$ cat src/rtl/optotype_matrix_scanner_pkg.sv
// optotype_matrix_scanner_pkg: shared orientation codes, default glyph and rotation index helper
// Contents:
//   orient_e           ORIENT_0 / ORIENT_90 / ORIENT_180 / ORIENT_270 (clockwise)
//   DEFAULT_GLYPH_8x8  8x8 row-major glyph, row r = bits [r*8+7 : r*8], bit c = column c
//   rot_idx(o,r,c,n)   glyph bit index that feeds display pixel (r,c) under orientation o
package optotype_pkg;

    typedef enum logic [1:0] {
        ORIENT_0   = 2'd0,
        ORIENT_90  = 2'd1,
        ORIENT_180 = 2'd2,
        ORIENT_270 = 2'd3
    } orient_e;

    localparam logic [63:0] DEFAULT_GLYPH_8x8 = 64'h00003C20203C0000;

    // Source coordinates are derived by inverting the clockwise rotation of the display.
    function automatic int rot_idx(logic [1:0] o, int r, int c, int n);
        int sr;
        int sc;
        sr = (o == ORIENT_0)  ? r :
             (o == ORIENT_90) ? n - 1 - c :
             (o == ORIENT_180)? n - 1 - r : c;
        sc = (o == ORIENT_0)  ? c :
             (o == ORIENT_90) ? r :
             (o == ORIENT_180)? n - 1 - c : n - 1 - r;
        return sr * n + sc;
    endfunction

endpackage

$ cat src/rtl/optotype_matrix_scanner_if.sv
// optotype_matrix_scanner_if: orientation/blank command channel with valid/ready handshake
// Signals:
//   cmd_valid   sender offers a command (held until accepted)
//   cmd_ready   receiver has a free pending slot
//   cmd_orient  requested orientation (orient_e encoding)
//   cmd_blank   1 = show all-off frames
// Modports: master = test-sequencing logic, slave = scanner
interface optotype_matrix_scanner_if;

    logic       cmd_valid;
    logic       cmd_ready;
    logic [1:0] cmd_orient;
    logic       cmd_blank;

    modport master (output cmd_valid, output cmd_orient, output cmd_blank, input cmd_ready);
    modport slave  (input cmd_valid, input cmd_orient, input cmd_blank, output cmd_ready);

endinterface

$ cat src/rtl/optotype_matrix_scanner_scan_timebase.sv
// scan_timebase: row-slot prescaler and row index counter for the matrix scan
// Ports:
//   clk1        system clock
//   rst         asynchronous active-high reset
//   tick_o      last cycle of a row slot
//   r_o         current scan row index
//   boundary_o  last cycle of the last row slot (frame wrap)
//   in_blank_o  anti-ghost window at the start of each row slot
module scan_timebase #(
    parameter int N         = 8,
    parameter int SCAN_DIV  = 1000,
    parameter int BLANK_CYC = 4
) (
    input  logic                 clk1,
    input  logic                 rst,
    output logic                 tick_o,
    output logic [$clog2(N)-1:0] r_o,
    output logic                 boundary_o,
    output logic                 in_blank_o
);

    localparam int CW = (SCAN_DIV > 1) ? $clog2(SCAN_DIV) : 1;
    localparam int RW = $clog2(N);
    localparam logic [CW-1:0] CNT_MAX = CW'(SCAN_DIV - 1);
    localparam logic [CW-1:0] BLK_END = CW'(BLANK_CYC);
    localparam logic [RW-1:0] ROW_MAX = RW'(N - 1);

    logic [CW-1:0] cnt_q, cnt_d;
    logic [RW-1:0] r_q, r_d;

    assign tick_o     = (cnt_q == CNT_MAX);
    assign boundary_o = tick_o && (r_q == ROW_MAX);
    assign in_blank_o = (cnt_q < BLK_END);
    assign r_o        = r_q;

    always_comb begin
        cnt_d = tick_o ? '0 : cnt_q + 1'b1;
        r_d   = !tick_o ? r_q : (r_q == ROW_MAX) ? '0 : r_q + 1'b1;
    end

    always_ff @(posedge clk1 or posedge rst) begin
        if (rst) begin
            cnt_q <= '0;
            r_q   <= '0;
        end else begin
            cnt_q <= cnt_d;
            r_q   <= r_d;
        end
    end

endmodule

$ cat src/rtl/optotype_matrix_scanner.sv
// optotype_matrix_scanner: N x N LED matrix scanner showing a rotatable optotype glyph
// Ports:
//   clk1           system clock
//   rst            asynchronous active-high reset
//   cmd            command channel (slave): orientation/blank, applied at frame boundaries
//   auto_en_i      1 = advance orientation every AUTO_FRAMES frames
//   row_o          active-low one-hot row select, scan index r drives row_o[N-1-r]
//   col_o          active-high column data, col_o[c] = pixel (r,c)
//   frame_start_o  one-cycle pulse in the first cycle of row 0
//   cur_orient_o   orientation currently displayed
module optotype_matrix_scanner
    import optotype_pkg::*;
#(
    parameter int             N           = 8,
    parameter int             SCAN_DIV    = 1000,
    parameter int             BLANK_CYC   = 4,
    parameter int             AUTO_FRAMES = 64,
    parameter logic [N*N-1:0] GLYPH       = DEFAULT_GLYPH_8x8
) (
    input  logic                       clk1,
    input  logic                       rst,
    optotype_matrix_scanner_if.slave   cmd,
    input  logic                       auto_en_i,
    output logic [N-1:0]               row_o,
    output logic [N-1:0]               col_o,
    output logic                       frame_start_o,
    output logic [1:0]                 cur_orient_o
);

    localparam int RW = $clog2(N);
    localparam int FW = $clog2(AUTO_FRAMES + 1);
    localparam int IW = $clog2(N * N);
    localparam logic [FW-1:0] FRM_MAX = FW'(AUTO_FRAMES - 1);

    logic          tick, boundary, in_blank, frame_wrap, accept;
    logic [RW-1:0] r;
    logic [N-1:0]  pix;

    logic          pend_q, pend_d;
    logic [1:0]    pend_orient_q, pend_orient_d;
    logic          pend_blank_q, pend_blank_d;
    logic [1:0]    cur_q, cur_d;
    logic          blank_q, blank_d;
    logic [FW-1:0] frm_q, frm_d;
    logic [N-1:0]  row_q, row_d, col_q, col_d;
    logic          fs_q, fs_d;

    scan_timebase #(
        .N         (N),
        .SCAN_DIV  (SCAN_DIV),
        .BLANK_CYC (BLANK_CYC)
    ) u_timebase (
        .clk1       (clk1),
        .rst        (rst),
        .tick_o     (tick),
        .r_o        (r),
        .boundary_o (boundary),
        .in_blank_o (in_blank)
    );

    assign frame_wrap    = tick && boundary;
    assign cmd.cmd_ready = !pend_q;
    assign accept        = cmd.cmd_valid && !pend_q;
    assign row_o         = row_q;
    assign col_o         = col_q;
    assign frame_start_o = fs_q;
    assign cur_orient_o  = cur_q;

    always_comb begin
        pix = '0;
        for (int c = 0; c < N; c++)
            pix[c] = GLYPH[IW'(rot_idx(cur_q, int'(r), c, N))];
    end

    // A pending command wins over the auto step; a command accepted on the
    // wrap cycle only lands in the pending slot, so it shows one frame later.
    always_comb begin
        pend_d        = pend_q;
        pend_orient_d = pend_orient_q;
        pend_blank_d  = pend_blank_q;
        cur_d         = cur_q;
        blank_d       = blank_q;
        frm_d         = frm_q;
        if (frame_wrap && pend_q) begin
            cur_d         = pend_orient_q;
            blank_d       = pend_blank_q;
            pend_d        = 1'b0;
            pend_orient_d = '0;
            pend_blank_d  = 1'b0;
            frm_d         = '0;
        end else if (frame_wrap && auto_en_i) begin
            frm_d = (frm_q == FRM_MAX) ? '0 : frm_q + 1'b1;
            cur_d = (frm_q == FRM_MAX) ? 2'(cur_q + 2'd1) : cur_q;
        end
        if (accept) begin
            pend_d        = 1'b1;
            pend_orient_d = cmd.cmd_orient;
            pend_blank_d  = cmd.cmd_blank;
        end
        row_d = in_blank ? '1 : ~(N'(1) << (N - 1 - int'(r)));
        col_d = (in_blank || blank_q) ? '0 : pix;
        fs_d  = boundary;
    end

    always_ff @(posedge clk1 or posedge rst) begin
        if (rst) begin
            pend_q        <= 1'b0;
            pend_orient_q <= '0;
            pend_blank_q  <= 1'b0;
            cur_q         <= ORIENT_0;
            blank_q       <= 1'b0;
            frm_q         <= '0;
            row_q         <= '1;
            col_q         <= '0;
            fs_q          <= 1'b0;
        end else begin
            pend_q        <= pend_d;
            pend_orient_q <= pend_orient_d;
            pend_blank_q  <= pend_blank_d;
            cur_q         <= cur_d;
            blank_q       <= blank_d;
            frm_q         <= frm_d;
            row_q         <= row_d;
            col_q         <= col_d;
            fs_q          <= fs_d;
        end
    end

endmodule
$ cat src/flat_wrapper.sv
// flat-port wrapper written by rule: the top's interface ports become plain ports
module optotype_matrix_scanner_flat import optotype_pkg::*;
#(
    parameter int             N           = 8,
    parameter int             SCAN_DIV    = 1000,
    parameter int             BLANK_CYC   = 4,
    parameter int             AUTO_FRAMES = 64,
    parameter logic [N*N-1:0] GLYPH       = DEFAULT_GLYPH_8x8
)
  (clk1, rst, auto_en_i, row_o, col_o, frame_start_o, cur_orient_o, cmd_cmd_valid, cmd_cmd_orient, cmd_cmd_blank, cmd_cmd_ready);
  optotype_matrix_scanner_if cmd_i ();
  input  logic clk1;
  input  logic rst;
  input  logic auto_en_i;
  output logic [N-1:0] row_o;
  output logic [N-1:0] col_o;
  output logic frame_start_o;
  output logic [1:0] cur_orient_o;
  input wire logic [$bits(cmd_i.cmd_valid)-1:0] cmd_cmd_valid;
  input wire logic [$bits(cmd_i.cmd_orient)-1:0] cmd_cmd_orient;
  input wire logic [$bits(cmd_i.cmd_blank)-1:0] cmd_cmd_blank;
  output wire logic [$bits(cmd_i.cmd_ready)-1:0] cmd_cmd_ready;
  assign cmd_i.cmd_valid = cmd_cmd_valid;
  assign cmd_i.cmd_orient = cmd_cmd_orient;
  assign cmd_i.cmd_blank = cmd_cmd_blank;
  assign cmd_cmd_ready = cmd_i.cmd_ready;
  optotype_matrix_scanner #(.N(N), .SCAN_DIV(SCAN_DIV), .BLANK_CYC(BLANK_CYC), .AUTO_FRAMES(AUTO_FRAMES), .GLYPH(GLYPH)) u_core (.clk1(clk1), .rst(rst), .cmd(cmd_i), .auto_en_i(auto_en_i), .row_o(row_o), .col_o(col_o), .frame_start_o(frame_start_o), .cur_orient_o(cur_orient_o));
endmodule
$ cat config.mk
export PLATFORM = sky130hd
export DESIGN_NAME = optotype_matrix_scanner_flat
export DESIGN_NICKNAME = d
export VERILOG_FILES = /design/src/rtl/optotype_matrix_scanner_pkg.sv /design/src/rtl/optotype_matrix_scanner_if.sv /design/src/rtl/optotype_matrix_scanner_scan_timebase.sv /design/src/rtl/optotype_matrix_scanner.sv /design/src/flat_wrapper.sv
export SDC_FILE = /design/constraint.sdc
export NUM_CORES = 1
export LEC_CHECK = 0
export CAP_MARGIN = 0
export CELL_PAD_IN_SITES_DETAIL_PLACEMENT = 0
export CELL_PAD_IN_SITES_GLOBAL_PLACEMENT = 1
export CORE_UTILIZATION = 48
export DETAILED_ROUTE_END_ITERATION = 10
export DONT_BUFFER_PORTS = 1
export HOLD_SLACK_MARGIN = 0.02
export PLACE_DENSITY_LB_ADDON = 0.1
export SYNTH_ARGS = -nofsm -noshare
export SYNTH_HDL_FRONTEND = slang
export SYNTH_SLANG_ARGS = --single-unit
$ cat constraint.sdc
create_clock -name clk1 -period 2.25 [get_ports clk1]
set_input_delay 0.3375 -clock clk1 [delete_from_list [all_inputs] [get_ports clk1]]
set_output_delay 0.3375 -clock clk1 [all_outputs]
set_load 0.01 [all_outputs]
==> flow_metrics.tcl <==
set metrics [dict create \
    status "finished, final reports clean" \
    ant_nets 0 \
    htreeDepth 2 \
    regToRegEndpoint "u_core.frm_q[5]$_DFFE_PP0P_" \
    ir_drop_mv 0.336 \
    max_slew_margin 0.495 \
    cts_tree "yes" \
    numCtsBuffers 5 \
    syn_area_per_cell_um2 10.1 \
    yosysMostFrequentCell "dfrtp_1" \
    num_vias 1542 \
    drt_iter0_markers 109 \
    min_from "cmd_cmd_orient[1]" \
    cts-root-buf "clkbuf_8" \
    synth_top_area_share 0.419 \
    min_path_type "input port to flip-flop" \
    worst_r2r_path_depth 6 \
    synthesis.area_um2 2150 \
    crit_path_max_fanout 9 \
    clk_latency_ns 0.30 \
    ys.flop_type "dfrtp_1" \
    die_w_um 69.0 \
    finClkSkew_ns 0.00642 \
    setup_ws_ns 0.273 \
    start_util 0.519 \
    grt_usage 0.193 \
    ys_ff_latch 44 \
    clock-sinks 44 \
    period_minus_slack_ns 1.98 \
    io_pins 27 \
    timing.rr.start "u_core.u_timebase.r_o[1]$_DFFE_PP0N_" \
    cp.arrival_ns 2.15 \
    fin_crit_sh 0.879 \
    synth_area_leader_cell "dfrtp_1" \
    finalHoldViolations 0 \
    synth_cells 214 \
    ys_seq_area_frac 0.516 \
    grt_overflow_total 0 \
    drc 0 \
    crit_end "u_core.frm_q[5]$_DFFE_PP0P_" \
    core_area_um2 4140 \
    clk_pin_slew_ns 0.08 \
    rows 23 \
    synthTopCellsByCount "dfrtp_1, nand2_1, nor2_1" \
    fillers 366 \
    p_per_area_nw_per_um2 610 \
    ys_types 47 \
    globalplace.congestion 0.862 \
    required_ns 2.42 \
    critical_path.startpoint_type "flip-flop" \
    clockBufferDepth 2 \
    cts_setup_buffers 0 \
    yosysWarningCount 0 \
    path_cells "ha_1 > ha_1 > nand4_1 > buf_4 > o41ai_1 > a21oi_1" \
    worstMarginPinSlew_ns 0.752 \
    drv_slew 0 \
    grt_antenna_before_repair 0 \
    leakagePower_nw 1.05 \
    async_reset_ff_frac 1.00 \
    grt_most_used_layer "met2" \
    holdPathStages 2 \
    setup_viol 0 \
    via_per_inst 5.61 \
    dieArea_um2 4760 \
    cp_slowest_stage_delay_ns 0.48 \
    drive_above_1_share 0.116 \
    use_met1 0.256 \
    grt_pass1_wl_mm 6.51 \
    grt_util_met2 0.288 \
    area_delta_synth_final_pct 10.1 \
    nets 242 \
    regToRegSetupSlack_ns 0.27 \
    fmax_ghz 0.506 \
    dr.pass1.iters 6 \
    yosys-top-cells-area "dfrtp_1, dfstp_2, ha_1" \
    grt_max_degree 24 \
    insertedDiodeCount 0 \
    dp_slack_ns 0.277 \
    die_y_um 69.0 \
    grtUsageMet3 0.0658 \
    tns_ns 0 \
    crit_type "flip-flop to flip-flop" \
    end_kind "flip-flop" \
    crit_top_cell "ha_1" \
    grt_pass1_vias 1388 \
    crit_start "u_core.u_timebase.r_o[1]$_DFFE_PP0N_" \
    wire_per_inst_um 14.4 \
    slowest_stage "dfrtp_1" \
    synth_edf_count 0 \
    totalPowerFinal_mw 1.44 \
    max_cap_viol_count 0 \
    hpwl_mm 2.94 \
    port_buffers 0 \
    wl_mm 3.95 \
    rsz0062_at_grt "no" \
]
[worst min path at each step]
stage	endpoint	slack, ns
floorplan	u_core.u_timebase.cnt_q[0]$_DFF_PP0_	0.45
global placement	u_core.col_o[1]$_DFF_PP0_	0.29
detailed placement	u_core.col_o[1]$_DFF_PP0_	0.30
CTS	u_core.pend_orient_q[1]$_DFFE_PP0P_	0.16
global route	u_core.pend_orient_q[0]$_DFFE_PP0P_	0.14
finish	u_core.pend_orient_q[1]$_DFFE_PP0P_	0.16
[routing by layer]
layer,vias to the layer above,share of wire
met3,4,0.046
met4,0,0.010
li1,767,-
met5,-,0
met1,732,0.47
met2,39,0.47
[through the flow]
step                area (um^2)  instances  utilization  hold WS, ns
CTS                        2370        275        0.572        0.156
finish                     2370        275        0.572        0.162
global route               2370        275        0.572        0.145
detailed placement         2240        266        0.541        0.298
floorplan                  2160        217            -        0.448
global placement           2240        266        0.541        0.292
[worst max-delay path, delay by kind of cell (launching register included)]
family,cells,cell delay [ns]
adders and majority gates,2,0.48
buffers and inverters,1,0.24
AOI/OAI and AO/OA,2,0.44
and+or+nand+nor,1,0.21
DFF,1,0.48
[repair_timing]
item	4_1_cts	5_1_grt
resized for setup	0	0
hold buffers	1	0
endpoints found under the setup margin	0	0
endpoints found under the hold margin	15	0
[cell families after synthesis]
| group | synth area share |
|---|---|
| simple gates | 0.217 |
| xor+xnor | 0.0244 |
| buf+inv | 0.0372 |
| flops | 0.516 |
| compound gates | 0.115 |
| other cells | 0.00174 |
| fa+ha+maj | 0.0640 |
| mux | 0.0238 |
[state kept, by name, indices dropped and copies added (netlist names)]
name and count:
u_core.pend_q 1, u_core.blank_q 1, u_core.frame_start_o 1, u_core.col_o 8, u_core.pend_orient_q 2, u_core.pend_blank_q 1, u_core.u_timebase.cnt_q 10, u_core.u_timebase.r_o 3
u_core.frm_q 7, u_core.cur_orient_o 2, u_core.row_o 8
[cell usage in the layout (no fill, tap or decap), drive strengths merged, types with 2 or more instances in the layout]
cell type,count
dfstp,8
a211o,2
xor2,3
nand2b,4
nor3,5
a21o,2
nor2,15
nor4,4
nand4,4
nand2,26
or3,3
clkbuf,5
and3,2
nand3,11
nor2b,3
inv,12
xnor2,3
buf,7
a21oi,12
conb,4
ha,11
mux2i,4
dfrtp,36
or4,2
o21ai,10
and3b,2
o31ai,2
nor4b,2
[where the power goes]
group | switching [mW] | total [mW] | internal (mW) | leakage, nW
sequential | 0.0108 | 0.814 | 0.803 | 0.534
clock | 0.268 | 0.602 | 0.334 | 0.0548
combinational | 0.0200 | 0.0290 | 0.00907 | 0.460
total | 0.299 | 1.44 | 1.15 | 1.05
[layout make-up]
type | instances | area, um^2 | share of cell area
inverters | 12 | 45.0 | 0.0190
well taps | 50 | 62.6 | 0.0264
clock inverters | 3 | 46.3 | 0.0195
multi-input cells | 153 | 972 | 0.410
clock buffers | 5 | 68.8 | 0.0291
flip-flops and latches | 44 | 1110 | 0.469
repair buffers | 8 | 62.6 | 0.0264
(Power assumes the default switching activity.)
